$ cat config.mk
export PLATFORM = sky130hd
export DESIGN_NAME = matmul_rd_sequencer_flat
export DESIGN_NICKNAME = d
export VERILOG_FILES = /design/src/rtl/matmul_rd_sequencer_if.sv /design/src/rtl/matmul_rd_sequencer.sv /design/src/flat_wrapper.sv
export SDC_FILE = /design/constraint.sdc
export NUM_CORES = 1
export LEC_CHECK = 0
export ABC_AREA = 1
export CAP_MARGIN = 15
export CORE_ASPECT_RATIO = 0.5
export CORE_MARGIN = 1
export CORE_UTILIZATION = 55
export DETAILED_ROUTE_END_ITERATION = 8
export PLACE_DENSITY = 0.85
export RECOVER_POWER = 100
export SLEW_MARGIN = 5
export SYNTH_ARGS = -nofsm -noshare
export SYNTH_HDL_FRONTEND = slang
export SYNTH_SLANG_ARGS = --single-unit
export TNS_END_PERCENT = 1
$ cat constraint.sdc
create_clock -name clk -period 3.63 [get_ports clk]
set_input_delay 0.726 -clock clk [delete_from_list [all_inputs] [get_ports clk]]
set_output_delay 0.726 -clock clk [all_outputs]
set_load 0.03 [all_outputs]
$ cat src/rtl/matmul_rd_sequencer_if.sv
// Bundle between the matmul read sequencer and its surroundings:
// the start/done handshake, RAM A/B read ports and the MAC control.
interface matmul_rd_sequencer_if #(
  parameter int ADDR_W = 8
) ();
  logic              start;
  logic              stall;
  logic              rd_en_a;
  logic [ADDR_W-1:0] addr_a;
  logic              rd_en_b;
  logic [ADDR_W-1:0] addr_b;
  logic              mac_en;
  logic              mac_clr;
  logic              out_valid;
  logic [ADDR_W-1:0] out_addr;
  logic              busy;
  logic              done;

  modport master (
    output start, stall,
    input  rd_en_a, addr_a, rd_en_b, addr_b, mac_en, mac_clr,
    input  out_valid, out_addr, busy, done
  );

  modport slave (
    input  start, stall,
    output rd_en_a, addr_a, rd_en_b, addr_b, mac_en, mac_clr,
    output out_valid, out_addr, busy, done
  );
endinterface

$ cat src/rtl/matmul_rd_sequencer.sv
// Walks (i,j,k) for C = A x B, strobing RAM A at i*N+k and RAM B at k*N+j,
// and emits MAC enable/clear and C-element pulses aligned to the 1-cycle RAM latency.
module matmul_rd_sequencer #(
  parameter int N      = 8,
  parameter int ADDR_W = 8
) (
  input  logic                  clk,
  input  logic                  rst_n,
  matmul_rd_sequencer_if.slave  bus
);
  localparam int                CW   = (N > 1) ? $clog2(N) : 1;
  localparam logic [CW-1:0]     LAST = CW'(N - 1);
  localparam logic [ADDR_W-1:0] NA   = ADDR_W'(N);

  typedef enum logic [1:0] {IDLE, RUN, DRAIN, DONE} state_t;

  state_t            r_state;
  logic [CW-1:0]     r_i, r_j, r_k;
  logic              r_drain;
  logic [1:0]        r_vld_pipe;   // [0] read issued, [1] RAM data at MAC
  logic [ADDR_W-1:0] r_addr_a, r_addr_b;
  logic              r_k0_iss, r_kl_iss, r_kl_mac;
  logic [ADDR_W-1:0] r_c_iss, r_c_mac;
  logic              r_mac_clr, r_out_valid, r_busy, r_done;
  logic [ADDR_W-1:0] r_out_addr;

  logic              w_issue, w_last;
  logic [ADDR_W-1:0] w_addr_a, w_addr_b, w_c;

  assign w_issue  = (r_state == RUN) && !bus.stall;
  assign w_last   = (r_i == LAST) && (r_j == LAST) && (r_k == LAST);
  assign w_addr_a = ADDR_W'(r_i) * NA + ADDR_W'(r_k);
  assign w_addr_b = ADDR_W'(r_k) * NA + ADDR_W'(r_j);
  assign w_c      = ADDR_W'(r_i) * NA + ADDR_W'(r_j);

  always_ff @(posedge clk or negedge rst_n) begin
    if (!rst_n) begin
      r_state     <= IDLE;
      r_i         <= '0;
      r_j         <= '0;
      r_k         <= '0;
      r_drain     <= 1'b0;
      r_vld_pipe  <= '0;
      r_addr_a    <= '0;
      r_addr_b    <= '0;
      r_k0_iss    <= 1'b0;
      r_kl_iss    <= 1'b0;
      r_kl_mac    <= 1'b0;
      r_c_iss     <= '0;
      r_c_mac     <= '0;
      r_mac_clr   <= 1'b0;
      r_out_valid <= 1'b0;
      r_out_addr  <= '0;
      r_busy      <= 1'b0;
      r_done      <= 1'b0;
    end else begin
      // Tags ride along with the read so MAC/C-element pulses line up with RAM data.
      r_vld_pipe  <= {r_vld_pipe[0], w_issue};
      r_mac_clr   <= r_vld_pipe[0] & r_k0_iss;
      r_kl_mac    <= r_kl_iss;
      r_c_mac     <= r_c_iss;
      r_out_valid <= r_vld_pipe[1] & r_kl_mac;
      if (r_vld_pipe[1] && r_kl_mac) r_out_addr <= r_c_mac;
      r_busy      <= (r_state != IDLE);
      r_done      <= (r_state == DONE);

      if (w_issue) begin
        r_addr_a <= w_addr_a;
        r_addr_b <= w_addr_b;
        r_k0_iss <= (r_k == '0);
        r_kl_iss <= (r_k == LAST);
        r_c_iss  <= w_c;
      end

      case (r_state)
        IDLE: begin
          if (bus.start) begin
            r_state <= RUN;
            r_i     <= '0;
            r_j     <= '0;
            r_k     <= '0;
          end
        end
        RUN: begin
          if (!bus.stall) begin
            if (w_last) begin
              r_state <= DRAIN;
              r_drain <= 1'b0;
            end
            if (r_k == LAST) begin
              r_k <= '0;
              if (r_j == LAST) begin
                r_j <= '0;
                r_i <= (r_i == LAST) ? '0 : r_i + 1'b1;
              end else begin
                r_j <= r_j + 1'b1;
              end
            end else begin
              r_k <= r_k + 1'b1;
            end
          end
        end
        DRAIN: begin
          if (r_drain) r_state <= DONE;
          else         r_drain <= 1'b1;
        end
        DONE:    r_state <= IDLE;
        default: r_state <= IDLE;
      endcase
    end
  end

  assign bus.rd_en_a   = r_vld_pipe[0];
  assign bus.rd_en_b   = r_vld_pipe[0];
  assign bus.addr_a    = r_addr_a;
  assign bus.addr_b    = r_addr_b;
  assign bus.mac_en    = r_vld_pipe[1];
  assign bus.mac_clr   = r_mac_clr;
  assign bus.out_valid = r_out_valid;
  assign bus.out_addr  = r_out_addr;
  assign bus.busy      = r_busy;
  assign bus.done      = r_done;
endmodule

$ cat src/flat_wrapper.sv
// flat-port wrapper written by rule: the top's interface ports become plain ports
module matmul_rd_sequencer_flat 
#(
  parameter int N      = 8,
  parameter int ADDR_W = 8
)
  (clk, rst_n, bus_start, bus_stall, bus_rd_en_a, bus_addr_a, bus_rd_en_b, bus_addr_b, bus_mac_en, bus_mac_clr, bus_out_valid, bus_out_addr, bus_busy, bus_done);
  matmul_rd_sequencer_if #(.ADDR_W(ADDR_W)) bus_i ();
  input  logic clk;
  input  logic rst_n;
  input wire logic [$bits(bus_i.start)-1:0] bus_start;
  input wire logic [$bits(bus_i.stall)-1:0] bus_stall;
  output wire logic [$bits(bus_i.rd_en_a)-1:0] bus_rd_en_a;
  output wire logic [$bits(bus_i.addr_a)-1:0] bus_addr_a;
  output wire logic [$bits(bus_i.rd_en_b)-1:0] bus_rd_en_b;
  output wire logic [$bits(bus_i.addr_b)-1:0] bus_addr_b;
  output wire logic [$bits(bus_i.mac_en)-1:0] bus_mac_en;
  output wire logic [$bits(bus_i.mac_clr)-1:0] bus_mac_clr;
  output wire logic [$bits(bus_i.out_valid)-1:0] bus_out_valid;
  output wire logic [$bits(bus_i.out_addr)-1:0] bus_out_addr;
  output wire logic [$bits(bus_i.busy)-1:0] bus_busy;
  output wire logic [$bits(bus_i.done)-1:0] bus_done;
  assign bus_i.start = bus_start;
  assign bus_i.stall = bus_stall;
  assign bus_rd_en_a = bus_i.rd_en_a;
  assign bus_addr_a = bus_i.addr_a;
  assign bus_rd_en_b = bus_i.rd_en_b;
  assign bus_addr_b = bus_i.addr_b;
  assign bus_mac_en = bus_i.mac_en;
  assign bus_mac_clr = bus_i.mac_clr;
  assign bus_out_valid = bus_i.out_valid;
  assign bus_out_addr = bus_i.out_addr;
  assign bus_busy = bus_i.busy;
  assign bus_done = bus_i.done;
  matmul_rd_sequencer #(.N(N), .ADDR_W(ADDR_W)) u_core (.clk(clk), .rst_n(rst_n), .bus(bus_i));
endmodule
# --- Word-level counts from Yosys, hierarchy flattened ---
# Cells that the tools add are included.
classes:
  reduce_logical: 15
  n_bitwise: 2
  n_lt_le_gt_ge: 0
  n_eq_ne: 12
  mux: 21
  addsub: 6
  div_mod_pow: 0
  mul: 0
  n_shift: 0
op_table:
  columns: ["op", "n"]
  rows:
  - ["$mux 3", 10]
  - ["$add 6x3->7", 3]
  - ["$pmux 3 s2", 3]
  - ["$add 3x1->3 const B", 3]
  - ["$eq 3x3->1 const B", 3]
  - ["$mux 2", 4]
  - ["$ne 2x2->1 const B", 4]
  - ["$pmux 2 s4", 1]
  - ["$reduce_and 4->1", 2]
  - ["$reduce_and 3->1", 2]
  - ["$reduce_bool 2->1", 3]
  - ["$reduce_and 5->1", 1]
  - ["$eq 2x2->1 const B", 2]
  - ["$logic_and 1x1->1", 4]
  - ["$ne 2x1->1 const B", 2]
  - ["$logic_not 3->1", 1]
  - ["$and 1x1->1", 2]
  - ["$eq 2x1->1 const B", 1]
  - ["$logic_not 2->1", 1]
  - ["$mux 1", 2]
  - ["$pmux 1 s2", 1]
  - ["$logic_not 1->1", 1]
totals:
  mem_count: 0
  latchBits: 0
  rom_bits: 0
  ramBits: 0
  output_inout_bits: 31
  regBits: 61

# --- Logic depth before layout (Yosys ltp) ---
# Gate-level depths: netlist of run 1.
logic_depth:
  ltp_word: 6
  depth_mapped: 9

# --- Worst setup path after synthesis of run 1 ---
# No wires, ideal clock.
synth_path:
  path_kind: "register to output"
  from: "reg u_core.r_vld_pipe[0]"
  to: "out bus_rd_en_b"
  arrival_ns: 0.735
  slack_ns: 2.169
  required_time_ns: 2.904
  path_stages_with_launch: 2
  path_cell_list: "dfrtp_1 > buf_4"
synth_rtl:
  columns: ["element", "line", "source"]
  rows:
  - ["start: declaration", "matmul_rd_sequencer.sv:20", "logic [1:0] r_vld_pipe;"]
  - ["start signal: assignment", "matmul_rd_sequencer.sv:58", "r_vld_pipe <= {r_vld_pipe[0], w_issue};"]
  - ["end: declaration", "flat_wrapper.sv:15", "output wire logic [$bits(bus_i.rd_en_b)-1:0] bus_rd_en_b;"]
# No word-level cell between the ends.

# --- Worst setup path after layout of run 1 ---
layout_path:
  from: "reg u_core.r_state[1]"
  to: "reg u_core.r_k0_iss"
layout_via:
  elab_chain_cells: 2
layout_rtl:
  columns: ["element", "line", "source"]
  rows:
  - ["start: declaration", "matmul_rd_sequencer.sv:17", "state_t r_state;"]
  - ["start signal: assignment", "matmul_rd_sequencer.sv:38", "r_state <= IDLE;"]
  - ["start signal: assignment", "matmul_rd_sequencer.sv:78", "r_state <= RUN;"]
  - ["start signal: assignment", "matmul_rd_sequencer.sv:87", "r_state <= DRAIN;"]
  - ["$eq 2x1->1", "matmul_rd_sequencer.sv:30", "assign w_issue = (r_state == RUN) && !bus.stall;"]
  - ["$logic_and 1x1->1", "matmul_rd_sequencer.sv:30", null]
  - ["end signal: assignment", "matmul_rd_sequencer.sv:70", "r_k0_iss <= (r_k == '0);"]
  - ["end: declaration", "matmul_rd_sequencer.sv:22", "logic r_k0_iss, r_kl_iss, r_kl_mac;"]
# No other way between the ends.
# A chain may end at the register's enable or synchronous reset.

==> impl_table.tex, run 1 <==
\begin{tabular}{lr}
\hline
Metric & Value \\
\hline
\multicolumn{2}{l}{\textbf{Placement}} \\
Placed insts & roughly 250 \\
Gpl congestion & roughly 0.80 \\
Pre-CTS worst setup slack & about 1.5 ns \\
Placement-stage cell area & about 0.0021 mm² \\
Count of input and output buffers & 28 \\
HPWL Detailed & around 2.5 mm \\
\multicolumn{2}{l}{\textbf{CTS}} \\
TritonCTS clock tree & yes \\
Quantity of hold-fixing buffers added after cts & 0 \\
Number of buffers on the longest clock path & 2 \\
CTS Buf Count & 5 \\
Clock latency reported for the late side of the worst-skew pair & roughly 0.30 ns \\
Sink count of the clock tree & 42 \\
Post-cts sizing count & 0 \\
Setup repair bufs after CTS & 0 \\
H-tree level count & 2 \\
Clock-pin slew on the worst setup and hold paths & about 0.08 ns \\
Root buffer cell & clkbuf\_8 \\
\multicolumn{2}{l}{\textbf{Yosys}} \\
Yosys warning count & 0 \\
Synthesized area divided by synthesized cell count & 9.84 µm² \\
Count of distinct cell types in the synthesized netlist & 21 \\
Top cells by area in the synthesized netlist & dfrtp\_1 56\%, nand2\_1 14\%, ha\_1 8.0\%, buf\_4 4.0\%, inv\_1 2.6\% \\
Sequential fraction of the synthesis area & approximately 56\% \\
Post-Synthesis Cells & 191 \\
Post-Syn Area & $\sim$0.0019 mm² \\
Count of state elements after synthesis & 42 \\
Library cell with the largest summed area after synthesis & dfrtp\_1 \\
Area share of the leading cell type in the synthesized netlist & between 50\% and 60\% \\
\multicolumn{2}{l}{\textbf{Worst setup path}} \\
Max FO, Critical Path & 14 \\
Crit path capture type & flip-flop \\
Worst Setup Start Kind & flip-flop \\
WS Path Type & reg2reg \\
Cell depth of the worst flop-to-flop path & 8 \\
Arrival time at the worst endpoint & 2.76 ns \\
Critical path data required time & between 3 and 4 ns \\
\multicolumn{2}{l}{\textbf{Floorplanning}} \\
\# IOs & 35 \\
Starting density of the core & roughly 60\% \\
Area of the core region & 0.00312 mm² \\
Vertical die dimension & roughly 43 µm \\
Die Area & 0.00367 mm² \\
Std-Cell Rows & 14 \\
Chip width & 84.7 µm \\
\multicolumn{2}{l}{\textbf{GRT}} \\
Met2 Resource Use GR & 34.6\% \\
Final global-route overflow total & 0 \\
Pin count of the biggest net entering global routing & 43 \\
Met1 capacity usage during global routing & approximately 24\% \\
Vias in the first global route & between 1000 and 1500 \\
First-pass GRT wire length & 5.52 mm \\
Initial antenna violation count & 0 \\
Global routing's busiest layer & met2 \\
Gr usage total & roughly a fifth \\
Met3 capacity usage during global routing & 7.24\% \\
\multicolumn{2}{l}{\textbf{Detailed routing}} \\
Avg Vias per Cell & 4.98 \\
Iteration-0 DRC count of the detailed router & 71 \\
Via total after detailed routing & roughly 1300 \\
Detailed Routing Iterations Pass 1 & 7 \\
Antenna Violating Nets Remaining & 0 \\
Post-detailed-routing wire length & between 3 and 4 mm \\
Routed length per instance & between 10 and 15 µm \\
Post-route DRC violation count & 0 \\
\multicolumn{2}{l}{\textbf{Cells and area}} \\
Leading cell types in the layout, fill and taps excluded & 71 x nand2\_1, 42 x dfrtp\_1, 25 x dlygate4sd3\_1 \\
Number of antenna diodes & 0 \\
Total number of nets in the final design & approximately 230 \\
Post-route cell area & approximately 0.0022 mm² \\
Fill count & 247 \\
Synthesis-to-finish area growth & 15.2\% \\
Leading cell type in the layout, fill and taps excluded & nand2\_1 \\
Final Instance Count excl. Fillers & 259 \\
Share of final-layout standard cells stronger than drive strength 1 & roughly 5.9\% \\
\multicolumn{2}{l}{\textbf{STA}} \\
RSZ-0062 raised after global routing & no \\
Final cycle utilization of the critical path & 69.3\% \\
Post-Route Setup TNS & 0 ns \\
Worst clock skew & between 0.007 and 0.008 ns \\
Fin crit period & approximately 2.5 ns \\
Relative max-transition margin & -46.3\% \\
Setup violation total in the final timing report & 0 \\
Measured slew at the worst slew-check pin & 2.19 ns \\
Final count of hold timing violations & 0 \\
Fmax achieved & just under 400 MHz \\
Setup slack after layout & approximately 1.1 ns \\
Final number of max-transition violations & 43 \\
\multicolumn{2}{l}{\textbf{Job}} \\
Count of maximum capacitance violations & 1 \\
\multicolumn{2}{l}{\textbf{Hold path}} \\
Worst hold stages & 0 \\
Tightest Hold Check Type & reg2reg \\
\multicolumn{2}{l}{\textbf{Outcome}} \\
Status & finished, violations left \\
Violated checks & max-capacitance violations, max-slew violations \\
\multicolumn{2}{l}{\textbf{Pwr}} \\
Total power & 0.00164 W \\
Leakage component of the power & 1.22 nW \\
Peak VDD IR & 0.000553 V \\
Pwr per Cell Area & between 700 and 800 mW/mm² \\
\hline
\end{tabular}
stage by stage:
stage	hold WS (ns)	util [%]
2_1_floorplan	0.354	-
3_3_place_gp	0.367	67.8
3_5_place_dp	0.375	67.8
4_1_cts	0.396	70.8
5_1_grt	0.396	69.4
6_report	0.391	69.4
synthesized netlist by cell type:
library cell and count:
nand4_1 2, nand2_4 2, nand2_2 2, o21ai_0 2, or2_2 1, nor2_4 2, nor2_1 6, conb_1 1
buf_6 3, inv_2 3, ha_1 12, dfrtp_1 42, nand3_1 8, nand2_1 70, nand3b_1 3, nor2_8 1
o21ai_1 3, nor3_1 2, o21ai_2 3, inv_1 13, buf_4 10
worst max-delay path, stage by stage, from the launching register on:
cell and delay (ns):
dfrtp_1 0.42, inv_1 0.13, ha_1 0.46, inv_1 0.14, nor2_1 0.56, inv_1 0.37
nor2_1 0.23, nand2_1 0.08, nand2_1 0.06
cell type report:
| cell class | instances | area [µm²] | area share [%] |
|---|---|---|---|
| multi-input cells | 125 | 636 | 29.4 |
| well taps | 40 | 50.0 | 2.31 |
| inverters | 16 | 60.1 | 2.77 |
| clock buffers | 5 | 68.8 | 3.18 |
| clock inverters | 3 | 25.0 | 1.16 |
| repair buffers | 28 | 274 | 12.7 |
| flip-flops and latches | 42 | 1050 | 48.6 |
worst paths after layout:
path | startpoint | to | slack (ns)
max | u_core.r_state[1] | u_core.r_k0_iss | 1.11
min | u_core.r_kl_iss | u_core.r_kl_mac | 0.39
max reg2reg | u_core.r_state[1] | u_core.r_k0_iss | 1.11
min reg2reg | u_core.r_kl_iss | u_core.r_kl_mac | 0.39
max in group asynchronous | rst_n | u_core.bus.out_addr[1] | 1.32
min in group asynchronous | rst_n | u_core.r_state[0] | 1.06
logic make-up (layout without fill, tap and decap cells):
kind of cell,Yosys count,after routing,synth area share [%]
AO/OA/AOI/OAI,8,8,2.73
adder cells (fa/ha/maj),12,12,7.99
buffers and inverters,29,52,8.99
AND/OR/NAND/NOR,99,99,24.2
flip-flops,42,42,55.9
other,1,6,0.200
report_power, final:
| group | internal, W | switching, W |
|---|---|---|
| Sequential | 0.000588 | 0.0000811 |
| Clock | 0.000139 | 0.000173 |
| Combinational | 0.000218 | 0.000443 |
| Total | 0.000946 | 0.000697 |
sequential cells by signal, summed over array words and instances, names as in the netlist:
signal / cells
u_core.r_c_iss: 6
u_core.r_kl_mac: 1
u_core.bus.done: 1
u_core.bus.addr_a: 3
u_core.bus.out_valid: 1
u_core.r_j: 3
u_core.bus.out_addr: 6
u_core.r_k0_iss: 1
u_core.r_k: 3
u_core.r_kl_iss: 1
u_core.bus.busy: 1
u_core.r_c_mac: 6
u_core.r_drain: 1
u_core.r_state: 2
u_core.r_i: 3
u_core.r_vld_pipe: 2
u_core.bus.mac_clr: 1
per-layer routing:
layer	wire [µm]	share of wire (%)
met1	1510	45
met2	1650	49
met3	152	4.5
met4	40	1.2
met5	0	0
Power figures use the tool's default switching activity.
==> run 2: changes to the inputs <==
CORE_UTILIZATION = 51   (was 55)
PLACE_DENSITY = 0.79   (was 0.85)
clock period = 2.6 ns   (was 3.63 ns; I/O delays follow)
==> run 2 against run 1 <==
Effect of this change: clock power rose by 40%; cell count rose by 4.2%; largest power group unchanged; the run now ends clean; power rose by 39%; global-route usage fell by 3.8 points; utilization fell by 6.4 points.
==> impl_table.tex, run 2 (same netlist as run 1, synthesis figures left out) <==
\begin{tabular}{lr}
\hline
Metric & Value \\
\hline
\multicolumn{2}{l}{\textbf{GRT}} \\
Gr usage total & approximately 17\% \\
Final global-route overflow total & 0 \\
Global routing's busiest layer & met2 \\
Vias in the first global route & 1078 \\
Initial antenna violation count & 0 \\
Met2 Resource Use GR & between 20\% and 30\% \\
Met1 capacity usage during global routing & between 20\% and 30\% \\
Met3 capacity usage during global routing & between 4 and 5\% \\
Pin count of the biggest net entering global routing & 43 \\
First-pass GRT wire length & approximately 4.9 mm \\
\multicolumn{2}{l}{\textbf{Detailed routing}} \\
Detailed Routing Iterations Pass 1 & 4 \\
Iteration-0 DRC count of the detailed router & 71 \\
Post-route DRC violation count & 0 \\
Routed length per instance & around 11 µm \\
Post-detailed-routing wire length & roughly 3.0 mm \\
Antenna Violating Nets Remaining & 0 \\
Avg Vias per Cell & around 4.7 \\
Via total after detailed routing & around 1300 \\
\multicolumn{2}{l}{\textbf{STA}} \\
Post-Route Setup TNS & 0 ns \\
Final cycle utilization of the critical path & around four fifths \\
Final number of max-transition violations & 0 \\
Measured slew at the worst slew-check pin & 0.987 ns \\
Setup slack after layout & about 0.57 ns \\
Worst clock skew & $\sim$0.003 ns \\
Fin crit period & approximately 2.0 ns \\
Final count of hold timing violations & 0 \\
RSZ-0062 raised after global routing & no \\
Fmax achieved & 492 MHz \\
Relative max-transition margin & about a third \\
Setup violation total in the final timing report & 0 \\
\multicolumn{2}{l}{\textbf{Floorplanning}} \\
Area of the core region & $\sim$0.0035 mm² \\
Chip width & 87.8 µm \\
Vertical die dimension & roughly 45 µm \\
\# IOs & 35 \\
Starting density of the core & 54.1\% \\
Die Area & a little under 0.004 mm² \\
Std-Cell Rows & 15 \\
\multicolumn{2}{l}{\textbf{Worst setup path}} \\
Arrival time at the worst endpoint & 2.27 ns \\
Cell chain of the critical path & inv\_1 > ha\_1 > inv\_1 > nor2\_4 > inv\_1 > nor2\_1 > nand2\_1 > nand2\_1 \\
Highest-delay cell along the critical path & ha\_1 \\
Crit path buffers/inverters & 3 \\
Crit path capture type & flip-flop \\
Critical R2R Launch & u\_core.r\_state[1] \\
Critical path data required time & between 2 and 3 ns \\
Max FO, Critical Path & 14 \\
Cell depth of the worst flop-to-flop path & 8 \\
Cell class contributing the biggest share of worst-path delay & simple AND/OR/NAND/NOR gates \\
FF-to-FF setup slack & $\sim$0.57 ns \\
Longest individual stage delay on the worst path & 0.45 ns \\
Worst Setup Start Kind & flip-flop \\
Crit Reg-Reg Endpoint & u\_core.r\_k0\_iss \\
Dominant cell type by count on the critical path & inv\_1 \\
WS Path Type & reg2reg \\
\multicolumn{2}{l}{\textbf{CTS}} \\
Sink count of the clock tree & 42 \\
Quantity of hold-fixing buffers added after cts & 0 \\
Number of buffers on the longest clock path & 2 \\
CTS Buf Count & 5 \\
Root buffer cell & clkbuf\_8 \\
Post-cts sizing count & 0 \\
Clock latency reported for the late side of the worst-skew pair & between 0.2 and 0.3 ns \\
Setup repair bufs after CTS & 0 \\
Clock-pin slew on the worst setup and hold paths & about 0.09 ns \\
TritonCTS clock tree & yes \\
H-tree level count & 2 \\
\multicolumn{2}{l}{\textbf{Cells and area}} \\
Share of final-layout standard cells stronger than drive strength 1 & approximately 6.8\% \\
Leading cell type in the layout, fill and taps excluded & nand2\_1 \\
Leading cell types in the layout, fill and taps excluded & 71 x nand2\_1, 42 x dfrtp\_1, 25 x dlygate4sd3\_1 \\
Synthesis-to-finish area growth & 16.4\% \\
Total number of nets in the final design & about 230 \\
Number of antenna diodes & 0 \\
\multicolumn{2}{l}{\textbf{Placement}} \\
Gpl congestion & about 0.82 \\
HPWL Detailed & about 2.2 mm \\
Count of input and output buffers & 28 \\
Pre-CTS worst setup slack & 0.725 ns \\
\multicolumn{2}{l}{\textbf{Outcome}} \\
Status & finished, final reports clean \\
\multicolumn{2}{l}{\textbf{Job}} \\
Count of maximum capacitance violations & 0 \\
\multicolumn{2}{l}{\textbf{Pwr}} \\
Pwr per Cell Area & approximately 1000 mW/mm² \\
Peak VDD IR & roughly 0.00052 V \\
Leakage component of the power & 1.23 nW \\
\multicolumn{2}{l}{\textbf{Hold path}} \\
Tightest Hold Check Type & in2async \\
\hline
\end{tabular}
==> run 2: cell count changes in the layout (fill, tap and decap cells not counted) <==
cell      previous run  this run
clkbuf_1             1         0
nor2_1               8         7
nor2_4               1         2
clkbuf_2             0         1
==> run 2: report_power, final <==
part	switching [W]	leakage [nW]	internal (W)	total, W
clock	0.000244	0.0447	0.000194	0.000438
sequential	0.000110	0.561	0.000822	0.000931
combinational	0.000606	0.622	0.000309	0.000915
==> run 2: cell type report <==
class / count / area [µm²]
multi-input combinational: 125 / 643
timing repair buffer: 28 / 275
clock inverter: 3 / 25.0
tap: 51 / 63.8
clock buffer: 5 / 68.8
fill: 275 / 1280
inverter: 16 / 60.1
sequential: 42 / 1050
==> run 2: worst reg2reg max path: stages (launching register included) <==
cell     delay, ns
dfrtp_1       0.42
inv_1         0.12
ha_1          0.45
inv_1         0.18
nor2_4        0.24
inv_1         0.24
nor2_1        0.18
nand2_1       0.09
nand2_1       0.07
==> run 2: routing by layer <==
layer / vias up / routed length, µm
li1: 635 / -
met1: 600 / 1430
met2: 36 / 1420
met3: 5 / 113
met4: 0 / 34
met5: - / 0
==> run 2: worst max-delay path by stage <==
stage / slack (ns) / startpoint / cells past startpoint / end
finish: 0.57 / u_core.r_state[1] / 8 / u_core.r_k0_iss
global route: 0.42 / u_core.r_state[1] / 8 / u_core.r_k0_iss
CTS: 0.69 / u_core.r_vld_pipe[0] / 1 / bus_rd_en_b
detailed placement: 0.73 / bus_stall / 6 / u_core.r_k0_iss
global placement: 0.79 / bus_stall / 6 / u_core.r_k0_iss
floorplan: 1.26 / u_core.r_state[0] / 8 / u_core.r_i[0]
==> run 2: stage by stage <==
step	cells	util (%)	cell area [µm²]	hold WS [ns]	total power [W]
2_1_floorplan	196	-	1900	0.224	0.00170
3_3_place_gp	262	61.3	2130	0.368	0.00193
3_5_place_dp	262	61.3	2130	0.376	0.00197
4_1_cts	270	64.0	2220	0.375	0.00240
5_1_grt	270	63.0	2190	0.405	0.00243
6_report	270	63.0	2190	0.365	0.00228
==> run 3: changes to the inputs <==
clock period = 2.03 ns   (was 2.6 ns; I/O delays follow)
==> run 3 against run 2 <==
Effect of this change: wire length grew 6.5%; combinational power grew 30%; final area grew 1.2%; critical path type is now reg2out; highest routed layer unchanged.
==> impl_table.tex, run 3 (same netlist as run 1, synthesis figures left out) <==
\begin{tabular}{lr}
\hline
Metric & Value \\
\hline
\multicolumn{2}{l}{\textbf{Worst setup path}} \\
Longest individual stage delay on the worst path & 0.75 ns \\
Crit path buffers/inverters & 1 \\
Cell chain of the critical path & dlygate4sd3\_1 \\
Worst Setup Start Kind & flip-flop \\
Crit path capture type & primary output \\
Highest-delay cell along the critical path & dlygate4sd3\_1 \\
Cell class contributing the biggest share of worst-path delay & buffers and inverters \\
Max FO, Critical Path & 3 \\
Arrival time at the worst endpoint & between 1 and 1.5 ns \\
WS Path Type & reg2out \\
Critical path data required time & roughly 1.6 ns \\
\multicolumn{2}{l}{\textbf{Detailed routing}} \\
Iteration-0 DRC count of the detailed router & 94 \\
Antenna Violating Nets Remaining & 0 \\
Detailed Routing Iterations Pass 1 & 4 \\
Post-route DRC violation count & 0 \\
Via total after detailed routing & approximately 1300 \\
Avg Vias per Cell & between 4 and 5 \\
Routed length per instance & 11.7 µm \\
Post-detailed-routing wire length & roughly 3.2 mm \\
\multicolumn{2}{l}{\textbf{CTS}} \\
Post-cts sizing count & 0 \\
Clock-pin slew on the worst setup and hold paths & around 0.080 ns \\
Quantity of hold-fixing buffers added after cts & 0 \\
Number of buffers on the longest clock path & 2 \\
Sink count of the clock tree & between 40 and 50 \\
CTS Buf Count & 5 \\
Root buffer cell & clkbuf\_8 \\
Setup repair bufs after CTS & 0 \\
TritonCTS clock tree & yes \\
Clock latency reported for the late side of the worst-skew pair & about 0.30 ns \\
H-tree level count & 2 \\
\multicolumn{2}{l}{\textbf{GRT}} \\
First-pass GRT wire length & about 5 mm \\
Pin count of the biggest net entering global routing & between 40 and 50 \\
Vias in the first global route & 1111 \\
Final global-route overflow total & 0 \\
Gr usage total & 17.9\% \\
Initial antenna violation count & 0 \\
\multicolumn{2}{l}{\textbf{Cells and area}} \\
Share of final-layout standard cells stronger than drive strength 1 & a little under 8\% \\
Fill count & just under 300 \\
Number of antenna diodes & 0 \\
Leading cell type in the layout, fill and taps excluded & nand2\_1 \\
Leading cell types in the layout, fill and taps excluded & 73 x nand2\_1, 42 x dfrtp\_1, 25 x dlygate4sd3\_1 \\
Total number of nets in the final design & between 200 and 250 \\
Synthesis-to-finish area growth & 17.8\% \\
\multicolumn{2}{l}{\textbf{Pwr}} \\
Total power & between 0.003 and 0.004 W \\
Leakage component of the power & 1.24 nW \\
Pwr per Cell Area & 1370 mW/mm² \\
Power share of the sequential group & about 40\% \\
Fraction of power spent switching nets & around 40\% \\
Peak VDD IR & 0.000643 V \\
Share of total power in combinational logic & $\sim$40\% \\
Fraction of power consumed by the clock network & 21.4\% \\
Net Switching & $\sim$0.0012 W \\
Cell-internal power & approximately 0.0018 W \\
\multicolumn{2}{l}{\textbf{Placement}} \\
HPWL Detailed & $\sim$2.2 mm \\
Gpl congestion & 0.801 \\
Count of input and output buffers & 28 \\
Pre-CTS worst setup slack & about 0.36 ns \\
\multicolumn{2}{l}{\textbf{STA}} \\
RSZ-0062 raised after global routing & no \\
Fmax achieved & approximately 540 MHz \\
Setup violation total in the final timing report & 0 \\
Final number of max-transition violations & 0 \\
Worst clock skew & $\sim$0.0035 ns \\
Post-Route Setup TNS & 0 ns \\
Fin crit period & approximately 1.8 ns \\
Setup slack after layout & 0.194 ns \\
Final count of hold timing violations & 0 \\
Measured slew at the worst slew-check pin & $\sim$1 ns \\
Final cycle utilization of the critical path & between 90 and 100\% \\
Relative max-transition margin & about a third \\
\multicolumn{2}{l}{\textbf{Floorplanning}} \\
Area of the core region & 0.00347 mm² \\
Starting density of the core & $\sim$54\% \\
Die Area & between 0.003 and 0.004 mm² \\
\# IOs & 35 \\
Vertical die dimension & roughly 45 µm \\
Chip width & approximately 90 µm \\
Std-Cell Rows & 15 \\
\multicolumn{2}{l}{\textbf{Job}} \\
Count of maximum capacitance violations & 0 \\
\multicolumn{2}{l}{\textbf{Hold path}} \\
Tightest Hold Check Type & in2async \\
\multicolumn{2}{l}{\textbf{Outcome}} \\
Status & finished, final reports clean \\
\hline
\end{tabular}
[run 3: final cells by class]
class / instances / area, µm² / area share, %
well taps: 51 / 63.8 / 2.88
clock buffers: 6 / 72.6 / 3.28
multi-input cells: 125 / 641 / 28.9
flip-flops and latches: 42 / 1050 / 47.5
clock inverters: 2 / 37.5 / 1.70
inverters: 16 / 60.1 / 2.71
repair buffers: 30 / 288 / 13.0
[run 3: per-layer routing]
layer  GRT usage (%)  up-vias  routed length [µm]
li1                -      635                   -
met1            23.4      605                1510
met2            28.8       37                1450
met3            4.94        7                 187
met4            7.87        0                  42
met5               0        -                   0
[run 3: path summary, 6_finish.rpt]
check / depth (start not counted) / to / slack [ns] / start
min: 2 / u_core.r_state[1] / 0.34 / rst_n
min reg2reg: 0 / u_core.r_kl_mac / 0.39 / u_core.r_kl_iss
max: 1 / bus_addr_b[1] / 0.19 / u_core.r_c_iss[1]
min in group clk: 0 / u_core.r_kl_mac / 0.39 / u_core.r_kl_iss
max in group asynchronous: 2 / u_core.r_i[1] / 1.07 / rst_n
max reg2reg: 7 / u_core.r_j[0] / 0.23 / u_core.r_state[1]
[run 3: power groups by stage]
stage / registers (W) / clock network [W] / logic (W)
floorplan: 0.00138 / 0 / 0.000796
global placement: 0.00121 / 0 / 0.00127
detailed placement: 0.00122 / 0 / 0.00131
CTS: 0.00120 / 0.000656 / 0.00133
global route: 0.00122 / 0.000686 / 0.00131
finish: 0.00120 / 0.000647 / 0.00119
[run 3: metrics by stage]
step           hold slack, ns  util (%)  cell area (µm²)  std cells
2_1_floorplan           0.110         -             1900        196
3_3_place_gp            0.371      61.7             2140        264
3_5_place_dp            0.377      61.7             2140        264
4_1_cts                 0.179      64.9             2250        272
5_1_grt                 0.404      63.7             2210        272
6_report                0.344      63.7             2210        272
[run 3: worst reg2reg max path, stage by stage, from the launching register on]
cell and delay [ns]:
dfrtp_1 0.42, inv_1 0.12, ha_1 0.44, nor2_4 0.08, nor2_2 0.31, nand2_1 0.17, nand2_1 0.09, nand2_1 0.06
==> edit, RTL diff (config.mk and constraints of run 1) <==
`ADDR_W` is set to 8 in 3 places; all go to 9.
--- a/src/rtl/matmul_rd_sequencer_if.sv
+++ b/src/rtl/matmul_rd_sequencer_if.sv
@@ -1,7 +1,7 @@
 // Bundle between the matmul read sequencer and its surroundings:
 // the start/done handshake, RAM A/B read ports and the MAC control.
 interface matmul_rd_sequencer_if #(
-  parameter int ADDR_W = 8
+  parameter int ADDR_W = 9
 ) ();
   logic              start;
   logic              stall;
--- a/src/rtl/matmul_rd_sequencer.sv
+++ b/src/rtl/matmul_rd_sequencer.sv
@@ -2,7 +2,7 @@
 // and emits MAC enable/clear and C-element pulses aligned to the 1-cycle RAM latency.
 module matmul_rd_sequencer #(
   parameter int N      = 8,
-  parameter int ADDR_W = 8
+  parameter int ADDR_W = 9
 ) (
   input  logic                  clk,
   input  logic                  rst_n,
--- a/src/flat_wrapper.sv
+++ b/src/flat_wrapper.sv
@@ -2,7 +2,7 @@
 module matmul_rd_sequencer_flat 
 #(
   parameter int N      = 8,
-  parameter int ADDR_W = 8
+  parameter int ADDR_W = 9
 )
   (clk, rst_n, bus_start, bus_stall, bus_rd_en_a, bus_addr_a, bus_rd_en_b, bus_addr_b, bus_mac_en, bus_mac_clr, bus_out_valid, bus_out_addr, bus_busy, bus_done);
   matmul_rd_sequencer_if #(.ADDR_W(ADDR_W)) bus_i ();
Interface: changed (resized bus_addr_a, bus_addr_b and bus_out_addr); port bits go from 35 to 38. No check against the original RTL was run, so the function may have changed too.
==> edit against run 1 <==
- the run still ends with capacitance limit, slew limit left
- clock skew fell by 0.0056 ns
- synthesized area rose by 1.2%
- total power fell by 1.5%
- routed wire length fell by 9.2%
- cell area rose by 0.35%
- worst setup slack improved by 0.026 ns
- sequential cell count did not move
- clock power fell by 3%
- largest cell class unchanged
==> edit: results <==
[outcome]
status = finished, violations left
violations = capacitance limit, slew limit

[finish]
fill_cells = 228
drive_gt1_share_pct = 5.856
num-nets-final = 237
n_antenna_cell = 0

[timing]
skew_ns = 0.001794
worst_pin_slew_ns = 2.162
drv_slew = 43
whs_ns = 0.3986

[routing]
drt-pass1-iter-count = 4
drtIter0Drc = 56
route.met3.wl_um = 141
wl_met1_mm = 1.459
wl_met2_mm = 1.382
wirelength_mm = 3.046
vias_per_cell = 4.878
dr.max_layer_used = met4
wl_per_cell_um = 11.63

[critical_path]
cp_top_family = simple AND/OR/NAND/NOR gates
r2r_setup_slack_ns = 1.14
reg2reg_from = u_core.r_state[1]
arrival_ns = 2.73
critPathSlowestCell = nor2_1

[logic_synthesis]
synthTopCellsByCount = 70 x nand2_1, 42 x dfrtp_1, 13 x buf_4, 13 x inv_1, 12 x ha_1
yosys-top-cells-area = dfrtp_1 55%, nand2_1 14%, ha_1 7.9%, buf_4 5.1%, inv_1 2.6%
synth-seq-area-share_pct = 55.26
syn_area_per_cell_um2 = 9.803
yosysUniqueCellTypes = 21

[clock_tree]
postCtsSetupRepairBufs = 0
cts.path.max_buffers = 2
ctsResizeCount = 0
clk_latency_ns = 0.30

[global_routing]
grt_pass1_wl_mm = 5.016
grt_max_degree = 43
grt_usage_pct = 18.68
grt_pass1_vias = 1134

[placement]
globalplace.congestion = 0.8074
post-place-cells = 254
place_area_um2 = 2126
dp_slack_ns = 1.531
dpl.hpwl_mm = 2.209

[worst_hold_path]
hp-start = u_core.r_kl_iss
holdPathStages = 0
whs_endpoint = u_core.r_kl_mac

[pwr]
p_leak_nw = 1.233
peakVddDrop_uv = 400.4
p_per_area_nw_per_um2 = 744.9

[flow_run]
maxCapViolations = 1
[edit: worst register-to-register path, delay by kind of cell (launching register included)]
kind                       cells  cell delay, ns
buffers and inverters          3            0.64
adders and majority gates      1            0.46
DFF                            1            0.42
and+or+nand+nor                4            0.93
[edit: how the worst max path moves through the flow]
stage                         startpoint               to  slack [ns]  depth (start not counted)
floorplan           u_core.r_vld_pipe[0]      bus_rd_en_b        2.17                          1
finish                 u_core.r_state[1]  u_core.r_k0_iss        1.14                          8
CTS                    u_core.r_c_iss[2]    bus_addr_b[2]        1.51                          1
global placement               bus_stall  u_core.r_k0_iss        1.63                          6
detailed placement             bus_stall  u_core.r_k0_iss        1.53                          6
global route           u_core.r_state[1]  u_core.r_k0_iss        0.86                          8
[edit: cell families (layout without fill, tap and decap cells)]
| family | Yosys count | in the layout | share of synthesized area, % |
|---|---|---|---|
| AOI/OAI and AO/OA | 8 | 8 | 2.697 |
| adders and majority gates | 12 | 12 | 7.895 |
| buffers and inverters | 32 | 52 | 10.07 |
| DFF | 42 | 42 | 55.26 |
| other | 1 | 9 | 0.1972 |
| and+or+nand+nor | 99 | 99 | 23.88 |
[edit: layout make-up]
class                      instances  share of cell area [%]
tap                               40                   2.304
multi-input combinational        128                   29.78
clock buffer                       5                   3.168
clock inverter                     3                  0.9793
inverter                          16                   2.765
timing repair buffer              28                   12.62
sequential                        42                   48.39
[edit: routing by layer]
layer  global-route usage (%)  up-vias
met4                    9.153        0
met5                        0        -
met2                    30.48       36
li1                         -      635
met1                    23.42      600
met3                    5.714        7
[edit: report_power, final]
part | total [mW] | internal [mW] | switching, mW
Combinational | 0.650 | 0.217 | 0.433
Sequential | 0.666 | 0.589 | 0.0777
Clock | 0.302 | 0.135 | 0.167
Total | 1.62 | 0.941 | 0.677
